$ cat config.mk
export PLATFORM = sky130hd
export DESIGN_NAME = fetch_unit
export DESIGN_NICKNAME = d
export VERILOG_FILES = /design/src/rtl/fetch_unit.sv
export SDC_FILE = /design/constraint.sdc
export NUM_CORES = 1
export LEC_CHECK = 0
export CELL_PAD_IN_SITES_DETAIL_PLACEMENT = 0
export CELL_PAD_IN_SITES_GLOBAL_PLACEMENT = 1
export CORE_MARGIN = 5
export CORE_UTILIZATION = 44
export DETAILED_ROUTE_END_ITERATION = 16
export PLACE_DENSITY = 0.72
export SYNTH_ARGS = -nofsm -noshare
export SYNTH_HDL_FRONTEND = slang
export SYNTH_SLANG_ARGS = --single-unit
$ cat constraint.sdc
create_clock -name clk -period 3.2 [get_ports clk]
set_input_delay 0.8 -clock clk [delete_from_list [all_inputs] [get_ports clk]]
set_output_delay 0.8 -clock clk [all_outputs]
set_load 0.02 [all_outputs]
$ cat src/rtl/fetch_unit.sv
// rtl/fetch_unit.sv - fetch stage: PC, credit-limited memory requests, in-order instruction buffer
// Responses return in order; stale ones after a redirect are counted off via r_drop.
module fetch_unit #(
    parameter int              XLEN       = 32,
    parameter logic [XLEN-1:0] RESET_PC   = '0,
    parameter int              IBUF_DEPTH = 4,
    parameter logic [4:0]      DATA_TAG   = 5'h1F
) (
    input  logic            clk,
    input  logic            rst,
    input  logic            halt,
    input  logic            redirect_vld,
    input  logic [XLEN-1:0] redirect_pc,
    output logic            req_vld,
    input  logic            req_rdy,
    output logic [XLEN-1:0] req_addr,
    input  logic            rsp_vld,
    input  logic [XLEN-1:0] rsp_data,
    output logic            out_vld,
    input  logic            out_rdy,
    output logic [XLEN-1:0] out_word,
    output logic [XLEN-1:0] out_pc,
    output logic            out_is_data,
    output logic            busy
);
    localparam int AW = (IBUF_DEPTH > 1) ? $clog2(IBUF_DEPTH) : 1;
    localparam int CW = AW + 1;
    localparam logic [CW:0] DEPTH_C = (CW + 1)'(IBUF_DEPTH);

    typedef enum logic [1:0] {
        S_BOOT  = 2'd0,
        S_RUN   = 2'd1,
        S_HALTD = 2'd2
    } state_t;

    state_t r_state;
    state_t w_state_nxt;

    logic [XLEN-1:0] r_pc;
    logic [XLEN-1:0] r_aq [IBUF_DEPTH];
    logic [AW-1:0]   r_aq_wr;
    logic [AW-1:0]   r_aq_rd;
    logic [XLEN-1:0] r_buf_word [IBUF_DEPTH];
    logic [XLEN-1:0] r_buf_pc [IBUF_DEPTH];
    logic [AW-1:0]   r_head;
    logic [AW-1:0]   r_tail;
    logic [CW-1:0]   r_count;
    logic [CW-1:0]   r_outst;
    logic [CW-1:0]   r_drop;
    logic [XLEN-1:0] r_hold_word;
    logic [XLEN-1:0] r_hold_pc;

    logic            w_credit;
    logic            w_fire;
    logic            w_rsp_acc;
    logic            w_push;
    logic            w_pop;
    logic [CW-1:0]   w_outst_nxt;
    logic [XLEN-1:0] w_head_word;
    logic [XLEN-1:0] w_head_pc;
    logic            w_unused_redirect;

    assign w_unused_redirect = ^redirect_pc[1:0];

    // Buffered words plus outstanding requests never exceed the buffer size,
    // so a response always finds a free slot and rsp needs no back-pressure.
    assign w_credit    = (({1'b0, r_count} + {1'b0, r_outst}) < DEPTH_C);
    assign req_vld     = (r_state == S_RUN) && w_credit && !redirect_vld;
    assign req_addr    = r_pc;
    assign w_fire      = req_vld && req_rdy;
    assign w_rsp_acc   = rsp_vld && (r_outst != '0);
    assign w_push      = w_rsp_acc && (r_drop == '0) && !redirect_vld;
    assign w_pop       = out_vld && out_rdy && !redirect_vld;
    assign w_outst_nxt = r_outst + CW'(w_fire) - CW'(w_rsp_acc);

    assign w_head_word = r_buf_word[r_head];
    assign w_head_pc   = r_buf_pc[r_head];
    assign out_vld     = (r_count != '0);
    assign out_word    = out_vld ? w_head_word : r_hold_word;
    assign out_pc      = out_vld ? w_head_pc : r_hold_pc;
    assign out_is_data = out_vld && (w_head_word[4:0] == DATA_TAG);
    assign busy        = (r_outst != '0) || (r_count != '0);

    always_ff @(posedge clk) begin
        if (!rst) begin
            r_state <= S_BOOT;
        end else begin
            r_state <= w_state_nxt;
        end
    end

    always_comb begin
        w_state_nxt = r_state;
        case (r_state)
            S_BOOT:  w_state_nxt = S_RUN;
            S_RUN:   if (halt) w_state_nxt = S_HALTD;
            S_HALTD: if (!halt) w_state_nxt = S_RUN;
            default: w_state_nxt = S_BOOT;
        endcase
    end

    always_ff @(posedge clk) begin
        if (w_fire) begin
            r_aq[r_aq_wr] <= r_pc;
        end
        if (w_push) begin
            r_buf_word[r_tail] <= rsp_data;
            r_buf_pc[r_tail]   <= r_aq[r_aq_rd];
        end
    end

    always_ff @(posedge clk) begin
        if (!rst) begin
            r_pc        <= RESET_PC;
            r_aq_wr     <= '0;
            r_aq_rd     <= '0;
            r_head      <= '0;
            r_tail      <= '0;
            r_count     <= '0;
            r_outst     <= '0;
            r_drop      <= '0;
            r_hold_word <= '0;
            r_hold_pc   <= '0;
        end else begin
            r_outst <= w_outst_nxt;
            if (out_vld) begin
                r_hold_word <= w_head_word;
                r_hold_pc   <= w_head_pc;
            end
            if (redirect_vld) begin
                // Everything still in flight now belongs to the old stream.
                r_pc    <= {redirect_pc[XLEN-1:2], 2'b00};
                r_aq_rd <= r_aq_wr;
                r_head  <= '0;
                r_tail  <= '0;
                r_count <= '0;
                r_drop  <= w_outst_nxt;
            end else begin
                if (w_fire) begin
                    r_pc    <= r_pc + XLEN'(4);
                    r_aq_wr <= r_aq_wr + AW'(1);
                end
                if (w_rsp_acc) begin
                    if (r_drop != '0) begin
                        r_drop <= r_drop - CW'(1);
                    end else begin
                        r_aq_rd <= r_aq_rd + AW'(1);
                    end
                end
                if (w_push) begin
                    r_tail <= r_tail + AW'(1);
                end
                if (w_pop) begin
                    r_head <= r_head + AW'(1);
                end
                r_count <= r_count + CW'(w_push) - CW'(w_pop);
            end
        end
    end

endmodule

==> results by group <==
Drt
  – WL final: 41.0 mm
  – Detailed Route Iter0 Violations: 796
  – Post-route ant nets: 0
  – Routed WL per cell: 22.0 um
  – Vias/cell: 5.43
  – Drt drc: 0
  – Vias post-DR: 10100
  – Drt pass-1 iters: 5

STA
  – Hold slack final: 0.482 ns
  – Worst-Margin Slew: 0.975 ns
  – Fin crit share: 100%
  – # setup viols final: 1
  – Max-slew violations: 0
  – Fin Clk Skew: 0.0150 ns
  – RSZ-0062 raised after global routing: true
  – Fmax: 312 MHz
  – Final hold viol count: 0
  – Post-route minimum period: 3.20 ns
  – Max-Slew Margin vs Limit: 34.8%
  – Crit path setup slack, layout: -0.00400 ns

Synth
  – Ys flop type: edfxtp_1
  – Seq/Total Area, Yosys: 71.7%
  – Seq cells post-synth: 485
  – Post-synth ARST share: 0%
  – Syn. warnings: 0
  – Distinct cell type count after synthesis: 51
  – Post-synthesis cell count: 1062
  – Number of synthesized flops with an enable pin: 368
  – Mapped Avg Cell Area: 17.6 sq um
  – Mapped Area: 18700 sq um

Die
  – I/O pins: 171
  – Die Span Y: 216 um
  – Starting density of the core: 44.5%
  – Die width: 216 um
  – Die area: 46700 sq um
  – Core box area: 41900 sq um
  – Row cnt: 75

Clock network
  – Hold buffer count at CTS: 0
  – # H-tree levels: 2
  – CTS tree: built
  – Reg clk slew, reported paths: 0.06 ns
  – Worst-Skew Late Latency: 0.58 ns
  – Clock buffer count from CTS: 50
  – CTS max path bufs: 3
  – Root buf cell: clkbuf_16
  – CTS sink cnt: 485

Status
  – Status: finished with violations
  – Failing checks: negative setup slack

Power and ir drop
  – Leak: 7.96 nW
  – P per Cell Area: 632 nW/um^2
  – Seq pwr share: 49.5%
  – Sw Share: 23.0%
  – Clk network pwr share: 40.1%
  – Combinational Power Share: 10.4%
  – Total chip power: 14.6 mW
  – Net Switching: 3.36 mW
  – Peak VDD IR: 0.382 mV
  – Pint: 11.2 mW

Critical path
  – Critical setup path kind: flop to output port
  – Required @ worst endpoint: 2.40 ns
  – Startpoint Class: flop
  – Crit end category: output port
  – CP Max Fanout: 8
  – Worst Path Arrival: 2.40 ns

GRT
  – Initial antenna violation count: 0
  – Vias in the first global route: 10600
  – Met2 Usage GRT: 28.6%
  – Grt met1 use: 24.7%
  – Largest net degree at the start of global routing: 55
  – First-pass GRT wire length: 63.6 mm
  – Total GRT Usage: 17.6%
  – Grt ovf: 0
  – Routing usage on met3: 3.64%
  – Most Used Layer, Global Route: met2

Final layout
  – Share of cells above drive strength 1: 26.1%
  – Count of nets after finishing: 1368
  – P&R area growth vs syn: 23.6%
  – Commonest non-fill, non-tap cell in the layout: edfxtp_1
  – Highest-count cells in the layout ignoring fill and taps: edfxtp_1 (368), dfxtp_1 (113), clkdlybuf4s50_1 (102)

Place
  – GP Congestion: 0.782
  – Buffers added on ports: 166
  – Final HPWL DP: 24.0 mm

Hold path
  – Hold Path Class: flop to flop

Flow run
  – MaxCap Viol Count: 0
-- sequential cells by signal, indices dropped and copies added, names as in the netlist, 3 cells and up, named ones only --
name         count
r_buf_word     128
r_outst          3
r_count          3
r_aq           120
r_hold_word     32
r_hold_pc       32
r_drop           3
r_buf_pc       120
req_addr        30
-- layer usage --
metal  vias up  wire length (um)
met4         0               831
met5         -                 0
li1       4584                 -
met2       289             19500
met3        54              2220
met1      5167             18400
-- critical path: stages, from the launching register on --
cell,delay [ns]
dfxtp_4,0.39
buf_12,0.14
buf_12,0.12
buf_16,0.15
buf_12,0.12
mux4_2,0.48
mux2_4,0.28
buf_6,0.14
-- power groups by stage --
stage	clock network, mW	logic, mW	registers (mW)
after floorplan	0	0.918	7.33
after global placement	0	1.57	7.34
after detailed placement	0	1.59	7.36
after CTS	6.02	1.53	7.22
after global routing	6.27	1.66	7.25
final	5.86	1.52	7.23
-- repair_timing --
| item | CTS | global route |
|---|---|---|
| endpoints found under the setup margin | 63 | 24 |
| buffers inserted | 3 | 7 |
| gates cloned | 5 | 0 |
| gates resized for setup | 195 | 29 |
-- final cells by class --
| class | count | area, sq um |
|---|---|---|
| fillers | 3258 | 18900 |
| flip-flops and latches | 485 | 13400 |
| multi-input cells | 502 | 5010 |
| repair buffers | 217 | 2240 |
| clock buffers | 67 | 1390 |
| well taps | 539 | 674 |
| clock inverters | 27 | 292 |
| inverters | 22 | 82.6 |
| diodes | 1 | 2.50 |
-- synth_stat cells (19+ instances only) --
| library cell | number | area [sq um] |
|---|---|---|
| dfxtp_1 | 117 | 2340 |
| and2_1 | 74 | 463 |
| inv_1 | 19 | 71.3 |
| mux4_2 | 92 | 2070 |
| a21oi_1 | 27 | 135 |
| nand2_1 | 34 | 128 |
| o21ai_0 | 20 | 100 |
| edfxtp_1 | 368 | 11100 |
| clkbuf_1 | 33 | 124 |
| and3_1 | 19 | 119 |
| nor2_1 | 25 | 93.8 |
| mux2_2 | 62 | 698 |
-- logic make-up (layout without fill, tap and decap cells) --
family          count (synthesis)  count (layout)  synth area share [%]
buf+inv                        76             333                  1.71
fa+ha+maj                      20              20                  1.41
xor+xnor                       16              16                 0.750
simple gates                  226             226                  6.79
mux                           157             157                  15.0
compound gates                 81              81                  2.67
other cells                     1               3                0.0201
flops                         485             485                  71.7
-- through the flow --
stage               util (%)  cell area, sq um  cells  worst slack [ns]  setup TNS (ns)
global placement        50.6             21200   1750            0.0447               0
detailed placement      50.6             21200   1750            0.0277               0
floorplan                  -             18700   1063             0.262               0
global route            55.0             23100   1859           -0.0831          -0.393
finish                  55.1             23100   1860          -0.00400        -0.00400
CTS                     54.7             23000   1852            -0.169          -0.726
-- final timing paths --
path,start,end,slack [ns],cells after the start
setup / recovery,flop,out_pc[3],-0.004,7
hold / removal,r_hold_pc[1],r_hold_pc[1],0.48,1
setup reg to reg,r_count[2],r_drop[2],0.69,11
hold reg to reg,r_hold_pc[1],r_hold_pc[1],0.48,1
No activity file was read; power rests on OpenSTA's default activity.
